## src/rtl/seg7_pkg.sv

```systemverilog
// seg7_pkg: shared types and constants for the multiplexed 7-segment driver.
//   seg_t    : 8-bit active-low segment vector {p,g,f,e,d,c,b,a}
//   SEG_OFF  : all segments dark
//   SEG_FONT : 16-entry active-low {g,f,e,d,c,b,a} hex font
package seg7_pkg;

   typedef logic [7:0] seg_t;

   localparam seg_t SEG_OFF = 8'hFF;

   // Hex font, active-low, bit order {g,f,e,d,c,b,a}.
   // 6 and 9 carry tails; b and d are lowercase; A, C, E, F uppercase.
   localparam logic [6:0] SEG_FONT [16] = '{
      7'h40,  // 0
      7'h79,  // 1
      7'h24,  // 2
      7'h30,  // 3
      7'h19,  // 4
      7'h12,  // 5
      7'h02,  // 6
      7'h78,  // 7
      7'h00,  // 8
      7'h10,  // 9
      7'h08,  // A
      7'h03,  // b
      7'h46,  // C
      7'h21,  // d
      7'h06,  // E
      7'h0E   // F
   };

endpackage

```

## src/rtl/seg7_hex_decode.sv

```systemverilog
// seg7_hex_decode: combinational nibble + decimal point to active-low segments.
//   nibble_i : hex digit to display
//   dp_i     : decimal point, active-high
//   seg_o    : {p,g,f,e,d,c,b,a}, active-low
module seg7_hex_decode
   import seg7_pkg::*;
(
   input  logic [3:0] nibble_i,
   input  logic       dp_i,
   output seg_t       seg_o
);

   always_comb begin
      seg_o = {~dp_i, SEG_FONT[nibble_i]};
   end

endmodule

```

## src/rtl/seg7_scan_driver.sv

```systemverilog
// seg7_scan_driver: time-multiplexed hex display driver for DIGITS common-anode digits.
// A prescaler divides the clock into SCAN_DIV-cycle slots; each slot shows one digit
// from a shadow register through a single shared decoder. an_o/seg_o are registered.
//   clk_i   : system clock
//   rst_i   : synchronous active-high reset
//   load_i  : capture data_i/dp_i into the shadow register
//   data_i  : packed hex nibbles, digit i = data_i[4i+3:4i], digit 0 rightmost
//   dp_i    : per-digit decimal point, active-high
//   blank_i : force display dark while the scan keeps running
//   an_o    : anode selects, active-low
//   seg_o   : {p,g,f,e,d,c,b,a}, active-low
// Optional build macro SEG7_LEADING_ZERO_BLANK_EN enables leading-zero suppression.
module seg7_scan_driver
   import seg7_pkg::*;
#(
   parameter int unsigned DIGITS   = 4,
   parameter int unsigned SCAN_DIV = 16
) (
   input  logic                  clk_i,
   input  logic                  rst_i,
   input  logic                  load_i,
   input  logic [4*DIGITS-1:0]   data_i,
   input  logic [DIGITS-1:0]     dp_i,
   input  logic                  blank_i,
   output logic [DIGITS-1:0]     an_o,
   output seg_t                  seg_o
);

   localparam int unsigned IdxW = (DIGITS > 1) ? $clog2(DIGITS) : 1;
   localparam int unsigned PreW = $clog2(SCAN_DIV);
   localparam logic [PreW-1:0] PreLast = PreW'(SCAN_DIV - 1);
   localparam logic [IdxW-1:0] IdxLast = IdxW'(DIGITS - 1);

   logic [PreW-1:0]     presc_q, presc_d;
   logic [IdxW-1:0]     idx_q, idx_d;
   logic [4*DIGITS-1:0] data_q, data_d;
   logic [DIGITS-1:0]   dp_q, dp_d;
   logic [DIGITS-1:0]   an_q, an_d;
   seg_t                seg_q, seg_d;

   logic                slot_end;
   logic [3:0]          nib_sel;
   logic                dp_sel;
   logic                lz_sel;
   logic [DIGITS-1:0]   lz_mask;
   seg_t                dec_seg;

   // Prescaler, digit index and shadow register next state
   always_comb begin
      slot_end = (presc_q == PreLast);
      presc_d  = slot_end ? '0 : presc_q + 1'b1;
      idx_d    = idx_q;
      if (slot_end) begin
         idx_d = (idx_q == IdxLast) ? '0 : idx_q + 1'b1;
      end
      data_d = load_i ? data_i : data_q;
      dp_d   = load_i ? dp_i   : dp_q;
   end

`ifdef SEG7_LEADING_ZERO_BLANK_EN
   logic zero_run;

   // Walk down from the top digit; a digit is suppressed while it and everything
   // above it is a zero without a decimal point. Digit 0 always stays lit.
   always_comb begin
      zero_run = 1'b1;
      lz_mask  = '0;
      for (int k = int'(DIGITS) - 1; k >= 0; k--) begin
         zero_run   = zero_run && (data_q[4*k +: 4] == 4'h0) && !dp_q[k];
         lz_mask[k] = (k != 0) && zero_run;
      end
   end
`else
   assign lz_mask = '0;
`endif

   // Select the scanned digit from the shadow register
   always_comb begin
      nib_sel = 4'h0;
      dp_sel  = 1'b0;
      lz_sel  = 1'b0;
      for (int i = 0; i < int'(DIGITS); i++) begin
         if (idx_q == IdxW'(i)) begin
            nib_sel = data_q[4*i +: 4];
            dp_sel  = dp_q[i];
            lz_sel  = lz_mask[i];
         end
      end
   end

   seg7_hex_decode u_dec (
      .nibble_i (nib_sel),
      .dp_i     (dp_sel),
      .seg_o    (dec_seg)
   );

   // Output next state; the last prescaler count is a dead slot with all anodes off
   always_comb begin
      for (int i = 0; i < int'(DIGITS); i++) begin
         an_d[i] = (idx_q != IdxW'(i));
      end
      seg_d = lz_sel ? SEG_OFF : dec_seg;
      if (blank_i || slot_end) begin
         an_d = '1;
      end
      if (blank_i) begin
         seg_d = SEG_OFF;
      end
   end

   always_ff @(posedge clk_i) begin
      if (rst_i) begin
         presc_q <= '0;
         idx_q   <= '0;
         data_q  <= '0;
         dp_q    <= '0;
         an_q    <= '1;
         seg_q   <= SEG_OFF;
      end else begin
         presc_q <= presc_d;
         idx_q   <= idx_d;
         data_q  <= data_d;
         dp_q    <= dp_d;
         an_q    <= an_d;
         seg_q   <= seg_d;
      end
   end

   assign an_o  = an_q;
   assign seg_o = seg_q;

endmodule

```

## config.mk

```make
export PLATFORM = sky130hd
export DESIGN_NAME = seg7_scan_driver
export DESIGN_NICKNAME = d
export VERILOG_FILES = /design/src/rtl/seg7_pkg.sv /design/src/rtl/seg7_hex_decode.sv /design/src/rtl/seg7_scan_driver.sv
export SDC_FILE = /design/constraint.sdc
export NUM_CORES = 1
export LEC_CHECK = 0
export ABC_AREA = 1
export BUFFER_PORTS_ARGS = -buffer_cell sky130_fd_sc_hd__buf_2
export CORE_AREA = 2 2 69 71
export CTS_CLUSTER_SIZE = 10
export DETAILED_ROUTE_END_ITERATION = 16
export DIE_AREA = 0 0 71 73
export PLACE_DENSITY = 0.56
export SLEW_MARGIN = 20
export SYNTH_ARGS = -nofsm -noshare
export SYNTH_HDL_FRONTEND = slang
export SYNTH_SLANG_ARGS = --single-unit
```

## constraint.sdc

```tcl
create_clock -name clk_i -period 5.3 [get_ports clk_i]
set_clock_uncertainty 0.1 [all_clocks]
set_input_delay 0.265 -clock clk_i [delete_from_list [all_inputs] [get_ports clk_i]]
set_output_delay 0.265 -clock clk_i [all_outputs]
set_load 0.1 [all_outputs]
```

==> impl_metrics.json, run 1 <==
{
  "diodes": 0,
  "grt_max_degree": 24,
  "finalPower_uw": 595.3,
  "dpl_cell_area_um2": 1898,
  "maxCapViolCount": 0,
  "crit_fanout": 9,
  "rsz0062_at_grt": "no",
  "core_um2": 4536,
  "post-cts-setup-buffer-count": 0,
  "dr.pass1.iters": 4,
  "remaining_drc_errors": 0,
  "area_growth_syn_to_layout_pct": 17.00,
  "end_kind": "flip-flop",
  "p_leak_uw": 0.0009150,
  "worst_pin_slew_ns": 0.6166,
  "regToRegEndpoint": "seg_o[3]",
  "cts-root-buf": "clkbuf_8",
  "crit_path_start_kind": "flip-flop",
  "antenna_found_initial": 0,
  "p_per_area_nw_per_um2": 300.6,
  "yosysTopAreaCell": "dfxtp_1",
  "regArea_um2": 760.7,
  "clk_pin_slew_ns": 0.07,
  "wl_met2_mm": 1.477,
  "synth-seq-cells": 38,
  "finalSetupViolCount": 0,
  "holdBufCountCts": 0,
  "fin_cells": 313,
  "tritoncts": "done",
  "hpwl_mm": 2.529,
  "syn-num-nets": 261,
  "fin_util": 0.4367,
  "place.gp.congestion": 0.8120,
  "clk_latency_ns": 0.28,
  "nets": 295,
  "clockBufferDepth": 2,
  "multi_input_area_um2": 830.8,
  "worst_r2r_path_depth": 11,
  "syn_area_um2": 1693,
  "synthCells": 226,
  "wirelength_mm": 3.338,
  "synth_area_leaders": "dfxtp_1 (45%), nor2_1 (12%), nand2_1 (8.2%)",
  "min_from": "rst_i",
  "worstHoldEndpoint": "presc_q[2]",
  "synth_cell_types": 24,
  "yosysWarnings": 0,
  "min_period_over_period": 0.4080,
  "grt_pass1_wl_mm": 5.678,
  "grt_overflow": 0,
  "ir_worst_vdd_mv": 0.1086,
  "cp.required_ns": 5.36,
  "met1_length_mm": 1.639,
  "drtIter0Drc": 62,
  "final_common_cell": "nor2_1",
  "ys_seq_area_frac": 0.4494,
  "max_freq_mhz": 462.5,
  "row_count": 25,
  "port_buffers": 35,
  "cts_max_level": 2,
  "fp.dieW_um": 71,
  "dieArea_um2": 5183,
  "met3WireLength_um": 170,
  "finalHoldViolCount": 0,
  "post-route-min-period_ns": 2.162,
  "via_per_inst": 4.633,
  "fill_cells": 487,
  "hp-class": "input pin to flip-flop",
  "top_layer": "met4",
  "grt_pass1_vias": 1322,
  "holdPathStages": 2,
  "cp.arrival_ns": 2.22,
  "crit_start": "idx_q[0]",
  "synth_area_per_cell_um2": 7.491,
  "cts_made_buffers": 5,
  "dpl.cell_count": 307,
  "synth_top_area_frac": 0.4494,
  "post_cts_resized": 0,
  "vias": 1450,
  "rrSetupSlack_ns": 3.14,
  "drive_gt1_frac": 0.2124,
  "final_cell_mix": "nor2_1 (52), dfxtp_1 (38), nand2_1 (37)",
  "start_util": 0.3732,
  "fin_tns_setup_ns": 0,
  "wl_per_cell_um": 10.66,
  "critPathKind": "flip-flop to flip-flop",
  "status": "finished, final reports clean",
  "relSlewSlack": 0.5885,
  "cts_num_sinks": 38,
  "fin_area_um2": 1981,
  "dieHeight_um": 73,
  "drv_slew": 0,
  "ant_nets": 0,
  "grt_use_total": 0.1406,
  "io_pins": 36,
  "r2r_start": "idx_q[0]"
}
## metrics by stage
| step | setup WS (ns) | hold WS (ns) |
|---|---|---|
| after global placement | 3.167 | 0.3320 |
| final | 3.138 | 0.07490 |
| after CTS | 3.134 | 0.05619 |
| after floorplan | 3.360 | 0.2374 |
| after detailed placement | 3.139 | 0.3449 |
| after global routing | 2.902 | 0.06691 |
## worst max path at each step
stage,endpoint,slack [ns],cells past startpoint
floorplan,seg_o[3],3.36,12
global placement,seg_o[3],3.17,11
detailed placement,seg_o[3],3.14,11
CTS,seg_o[3],3.13,11
global route,seg_o[3],2.90,11
finish,seg_o[3],3.14,11
## layer usage
layer,track usage,vias to the layer above
li1,-,787
met1,0.1790,631
met2,0.2222,27
met3,0.04420,5
met4,0.05660,0
met5,0,-
## cells by family after synthesis
group / after synthesis / share of synthesized area
buffers and inverters: 25 / 0.05986
adders and majority gates: 11 / 0.08130
and+or+nand+nor: 111 / 0.2772
AOI/OAI and AO/OA: 39 / 0.1220
xor gates and xnor gates: 2 / 0.01035
DFF: 38 / 0.4494
## cells in the mapped netlist, drive strengths merged
cell type,number
a21boi,1
a21oi,13
buf,4
clkbuf,4
clkinv,1
dfxtp,38
ha,11
inv,16
nand2,42
nand3,15
nand3b,1
nor2,53
o211ai,1
o21ai,23
o31ai,1
xnor2,1
xor2,1
## final cells by class
class                      count  share of cell area
timing repair buffer          35             0.08844
tap                           54             0.03411
clock buffer                   6             0.04169
inverter                      17             0.03222
sequential                    38              0.3841
multi-input combinational    163              0.4195
## state kept, by name (all words and copies together), names as in the netlist
| register | count |
|---|---|
| presc_q | 4 |
| seg_o | 8 |
| an_o | 4 |
| data_q | 16 |
| dp_q | 4 |
| idx_q | 2 |
## worst max-delay path: stages (launching register included)
cell and delay (ns):
dfxtp_1 0.39, inv_1 0.09, ha_1 0.32, a21oi_1 0.16
nand2_1 0.08, a21boi_2 0.27, inv_1 0.14, ha_1 0.21
nand3_1 0.09, nand3_1 0.08, nand2_1 0.07, nand2_1 0.04
## power breakdown
part	switching [uW]	leakage (uW)	internal [uW]
Clock	89.1	0.0000431	100
Combinational	68.9	0.000558	27.2
Sequential	7.69	0.000314	302
(Power assumes the default switching activity.)
==> run 2, diff against run 1 <==
--- a/config.mk
+++ b/config.mk
@@ -11,7 +11,7 @@
 export CTS_CLUSTER_SIZE = 10
 export DETAILED_ROUTE_END_ITERATION = 16
 export DIE_AREA = 0 0 71 73
-export PLACE_DENSITY = 0.56
+export PLACE_DENSITY = 0.59
 export SLEW_MARGIN = 20
 export SYNTH_ARGS = -nofsm -noshare
 export SYNTH_HDL_FRONTEND = slang
==> constraint.sdc (replaced) <==
create_clock -name clk_i -period 1.7 [get_ports clk_i]
set_clock_uncertainty 0.1 [all_clocks]
set_input_delay 0.085 -clock clk_i [delete_from_list [all_inputs] [get_ports clk_i]]
set_output_delay 0.085 -clock clk_i [all_outputs]
set_load 0.1 [all_outputs]
==> run 2 against run 1 <==
The flow now finishes with violations (negative setup slack). Critical path depth unchanged. Via count increased by 17%. Combinational power increased to 4.4 times the previous value. Setup slack got worse by 3.3 ns. Sequential cell count unchanged. Power increased to 3.4 times the previous value. Design area increased by 32%. Sequential power increased to 3.1 times the previous value. Sequential share of layout area decreased by 9.1 points. Register-to-register slack got worse by 3.3 ns. Non-clock buffer count increased by 45. Global-route usage increased by 2.1 points. Largest power group unchanged.
==> impl_metrics.json, run 2 (same netlist as run 1, synthesis figures left out) <==
{
  "status": "finished, violations left",
  "violations": "negative setup slack",
  "finalPower_uw": 2023,
  "clockPowerShare": 0.317,
  "row_count": 25,
  "finalHoldViolCount": 0,
  "min_from": "dp_i[3]",
  "multi_input_area_um2": 1022,
  "rsz0062_at_grt": "yes",
  "area_growth_syn_to_layout_pct": 54.62,
  "min_period_over_period": 1.104,
  "end_kind": "flip-flop",
  "io_pins": 36,
  "start_util": 0.3732,
  "hpwl_mm": 2.648,
  "finalSetupViolCount": 7,
  "grt_overflow": 0,
  "crit_fanout": 6,
  "r2r_start": "idx_q[0]",
  "grt_max_degree": 23,
  "worst_pin_slew_ns": 0.6390,
  "fin_hold_ws_ns": 0.009430,
  "fp.dieW_um": 71,
  "max_freq_mhz": 532.6,
  "dieHeight_um": 73,
  "fin_area_um2": 2618,
  "crit_path_start_kind": "flip-flop",
  "relSlewSlack": 0.5736,
  "hp-class": "input pin to flip-flop",
  "cts_max_level": 2,
  "cts_num_sinks": 38,
  "dieArea_um2": 5183,
  "dpl_cell_area_um2": 2067,
  "maxCapViolCount": 0,
  "combPwrFrac": 0.208,
  "ir_worst_vdd_mv": 0.4715,
  "clk_latency_ns": 0.29,
  "dr.pass1.iters": 4,
  "clockBufferDepth": 2,
  "grt_pass1_vias": 1531,
  "setup_slack_ns": -0.1774,
  "core_um2": 4536,
  "final_cell_mix": "nor2_1 (51), dfxtp_1 (36), buf_2 (35)",
  "crit_start": "idx_q[0]",
  "antenna_found_initial": 0,
  "p_per_area_nw_per_um2": 772.8,
  "grt_use_total": 0.1616,
  "cp.required_ns": 1.77,
  "diodes": 0,
  "p_sw_frac": 0.2949,
  "cp.arrival_ns": 1.95,
  "drv_slew": 0,
  "p_sw_uw": 596.6,
  "largest_reg_flops": 16,
  "ant_nets": 0,
  "wl_per_cell_um": 12.04,
  "grt_pass1_wl_mm": 6.534,
  "regArea_um2": 768.2,
  "regMostFlops": "data_q",
  "fill_cells": 419,
  "internal-power_uw": 1426,
  "seqPwrFrac": 0.476,
  "tritoncts": "done",
  "clk_pin_slew_ns": 0.07,
  "post-route-min-period_ns": 1.877,
  "p_leak_uw": 0.001182,
  "critPathKind": "flip-flop to flip-flop",
  "nets": 341,
  "cts_made_buffers": 5,
  "vias": 1693,
  "drive_gt1_frac": 0.3583,
  "cts-root-buf": "clkbuf_8",
  "remaining_drc_errors": 0,
  "wirelength_mm": 4.348,
  "port_buffers": 35,
  "place.gp.congestion": 0.8015,
  "final_common_cell": "nor2_1",
  "via_per_inst": 4.690,
  "drtIter0Drc": 79
}
[run 2: cell types whose count changed in the layout (fill, tap and decap cells not counted), moves of 3 or more]
cell	previous run	this run
a21oi_1	13	9
buf_6	0	3
inv_1	10	6
a21oi_2	0	4
inv_4	0	4
nand2_1	37	34
nand3_1	14	10
nand2_4	2	5
buf_4	0	20
ha_4	0	8
dlygate4sd3_1	0	21
nand3_2	1	4
ha_1	11	1
[run 2: layer usage]
metal / up-vias / GRT usage / wire length, um
li1: 881 / - / -
met1: 768 / 0.1859 / 1920
met2: 36 / 0.2804 / 2210
met3: 8 / 0.04834 / 147
met4: 0 / 0.06709 / 69
met5: - / 0 / 0
[run 2: worst max-delay path, stage by stage (launching register included)]
cell      delay [ns]
dfxtp_4         0.40
inv_4           0.06
ha_4            0.18
a21oi_2         0.11
nand2_2         0.08
a21boi_4        0.29
inv_4           0.09
ha_4            0.18
nand2_4         0.08
nand3_2         0.08
nand2_1         0.07
nand2_1         0.05
[run 2: layout make-up]
cell class	instances	area share
well taps	54	0.02581
repair buffers	80	0.2251
clock buffers	7	0.03298
multi-input cells	164	0.3905
inverters	17	0.03011
flip-flops and latches	38	0.2935
clock inverters	1	0.001912
[run 2: what timing repair did]
item                       in CTS  in global routing
gates cloned                    0                  1
hold buffers                   21                  0
setup endpoints to repair       7                  7
gates resized for setup         9                 29
pin swaps                       7                 22
hold endpoints to repair       25                  0
buffers inserted                3                  5
[run 2: power groups by stage]
stage	registers (uW)	clock network [uW]	logic [uW]
after floorplan	1070	0	142
after CTS	964	651	363
after global routing	968	694	456
after global placement	984	0	314
final	962	640	420
after detailed placement	984	0	317
[run 2: metrics by stage]
| stage | util | std cells | TNS [ns] | setup WS, ns |
|---|---|---|---|---|
| after CTS | 0.5349 | 355 | -0.5174 | -0.09835 |
| after global routing | 0.5771 | 361 | -1.581 | -0.2757 |
| after floorplan | - | 226 | -0.3560 | -0.1134 |
| after global placement | 0.4557 | 323 | -0.5779 | -0.1067 |
| after detailed placement | 0.4557 | 323 | -0.6355 | -0.1160 |
| final | 0.5771 | 361 | -0.9397 | -0.1774 |
[run 2: path summary, 6_finish.rpt]
check                    end  slack, ns  cells after the start
setup / recovery    seg_o[3]      -0.18                     11
hold / removal       dp_q[3]      0.009                      3
setup reg to reg    seg_o[3]      -0.18                     11
hold reg to reg   presc_q[0]       0.35                      1
==> run 3, diff against run 2 <==
--- a/config.mk
+++ b/config.mk
@@ -11,7 +11,8 @@
 export CTS_CLUSTER_SIZE = 10
 export DETAILED_ROUTE_END_ITERATION = 16
 export DIE_AREA = 0 0 71 73
-export PLACE_DENSITY = 0.59
+export PLACE_DENSITY = 0.56
+export REMOVE_ABC_BUFFERS = 1
 export SLEW_MARGIN = 20
 export SYNTH_ARGS = -nofsm -noshare
 export SYNTH_HDL_FRONTEND = slang
==> constraint.sdc (replaced) <==
create_clock -name clk_i -period 2.45 [get_ports clk_i]
set_clock_uncertainty 0.1 [all_clocks]
set_input_delay 0.1225 -clock clk_i [delete_from_list [all_inputs] [get_ports clk_i]]
set_output_delay 0.1225 -clock clk_i [all_outputs]
set_load 0.1 [all_outputs]
==> run 3 against run 2 <==
The flow now finishes without violations. Wire length is 17% lower. First-iteration DRC count shrank 16%. Register-to-register slack improved by 0.48 ns. Sequential share of layout area rose by 5.3 points. Die area unchanged. Largest power group unchanged. Clock power decreased by 32%. Core utilization is 9.3 points lower. Critical path depth did not move.
==> impl_metrics.json, run 3 (same netlist as run 1, synthesis figures left out) <==
{
  "grt_max_degree": 24,
  "post-route-min-period_ns": 2.144,
  "setup_slack_ns": 0.3061,
  "clockBufferDepth": 2,
  "p_per_area_nw_per_um2": 610.3,
  "end_kind": "flip-flop",
  "clockPowerShare": 0.326,
  "largest_reg_flops": 16,
  "ant_nets": 0,
  "seqPwrFrac": 0.499,
  "fill_cells": 482,
  "p_leak_uw": 0.001008,
  "grt_use_total": 0.1549,
  "worst_pin_slew_ns": 0.6464,
  "cts_max_level": 2,
  "combPwrFrac": 0.175,
  "p_sw_uw": 380.0,
  "p_sw_frac": 0.2834,
  "fin_tns_setup_ns": 0,
  "start_util": 0.3732,
  "cp.arrival_ns": 2.22,
  "via_per_inst": 4.622,
  "regMostFlops": "data_q",
  "core_um2": 4536,
  "cts_made_buffers": 5,
  "dr.pass1.iters": 4,
  "clk_latency_ns": 0.29,
  "diodes": 0,
  "fin_hold_ws_ns": 0.02459,
  "remaining_drc_errors": 0,
  "clk_pin_slew_ns": 0.07,
  "cts-root-buf": "clkbuf_8",
  "nets": 316,
  "internal-power_uw": 960.9,
  "ir_worst_vdd_mv": 0.2669,
  "cts_num_sinks": 38,
  "multi_input_area_um2": 830.8,
  "pre_cts_slack_ns": 0.3162,
  "max_freq_mhz": 466.4,
  "finalPower_uw": 1341,
  "regArea_um2": 760.7,
  "final_common_cell": "nor2_1",
  "port_buffers": 35,
  "drv_slew": 0,
  "post_cts_resized": 0,
  "cp.required_ns": 2.52,
  "fp.dieW_um": 71,
  "post-cts-setup-buffer-count": 0,
  "grt_pass1_vias": 1523,
  "holdBufCountCts": 20,
  "min_period_over_period": 0.8751,
  "dieHeight_um": 73,
  "vias": 1553,
  "hpwl_mm": 2.509,
  "wirelength_mm": 3.615,
  "drive_gt1_frac": 0.2021,
  "status": "finished, final reports clean",
  "rsz0062_at_grt": "no",
  "row_count": 25,
  "rrSetupSlack_ns": 0.31,
  "antenna_found_initial": 0,
  "crit_fanout": 9,
  "tritoncts": "done",
  "grt_pass1_wl_mm": 6.265,
  "place.gp.congestion": 0.8297,
  "maxCapViolCount": 0,
  "drtIter0Drc": 66,
  "finalSetupViolCount": 0,
  "critPathKind": "flip-flop to flip-flop",
  "area_growth_syn_to_layout_pct": 29.79,
  "final_cell_mix": "nor2_1 (52), dfxtp_1 (38), nand2_1 (37)",
  "relSlewSlack": 0.5686,
  "hp-class": "input pin to flip-flop",
  "finalHoldViolCount": 0,
  "dieArea_um2": 5183,
  "io_pins": 36,
  "grt_overflow": 0,
  "crit_path_start_kind": "flip-flop",
  "wl_per_cell_um": 10.76
}
## run 3: changes by cell type in the layout (fill, tap and decap cells not counted), moves of 3 or more
| cell | previous run | this run |
|---|---|---|
| inv_4 | 4 | 0 |
| nand3_1 | 10 | 14 |
| nand2_4 | 5 | 2 |
| ha_4 | 8 | 0 |
| nand2_1 | 34 | 37 |
| buf_4 | 20 | 1 |
| ha_1 | 1 | 11 |
| nand3_2 | 4 | 1 |
| buf_6 | 3 | 0 |
| a21oi_1 | 9 | 13 |
| a21oi_2 | 4 | 0 |
| inv_1 | 6 | 10 |
## run 3: power by group through the flow
stage	Combinational, uW	Sequential, uW	Clock, uW
floorplan	91.1	746	0
global placement	211	685	0
detailed placement	210	684	0
CTS	235	670	459
global route	259	674	482
finish	234	670	437
## run 3: stage by stage
stage,cells,area (um^2),utilization
floorplan,218,1655,-
global placement,308,1906,0.4201
detailed placement,308,1906,0.4201
CTS,336,2197,0.4844
global route,336,2197,0.4844
finish,336,2197,0.4844
## run 3: worst max-delay path, stage by stage, from the launching register on
cell and delay, ns:
dfxtp_1 0.38, inv_1 0.09, ha_1 0.31, a21oi_1 0.16, nand2_1 0.08, a21boi_2 0.27, inv_1 0.13, ha_1 0.25
nand2_2 0.09, nand3_1 0.06, nand2_1 0.07, nand2_1 0.04
## run 3: path summary, 6_finish.rpt
kind,from,to,depth (start not counted)
hold reg to reg,dp_q[3],dp_q[3],2
setup reg to reg,idx_q[0],seg_o[3],11
hold / removal,data_i[9],data_q[9],3
setup / recovery,idx_q[0],seg_o[3],11
## run 3: per-layer routing
layer / vias to the layer above / part of all wire / wire (um) / global-route usage
met5: - / 0 / 0 / 0
met4: 0 / 0.018 / 66 / 0.06289
met3: 6 / 0.040 / 145 / 0.04558
met2: 27 / 0.47 / 1691 / 0.2762
met1: 691 / 0.47 / 1711 / 0.1732
li1: 829 / - / - / -
## run 3: layout make-up
cell class,instances,share of cell area
Timing Repair Buffer,56,0.1743
Multi-Input combinational cell,163,0.3781
Sequential cell,38,0.3462
Clock inverter,1,0.002278
Clock buffer,7,0.03929
Inverter,17,0.02904
Tap cell,54,0.03075
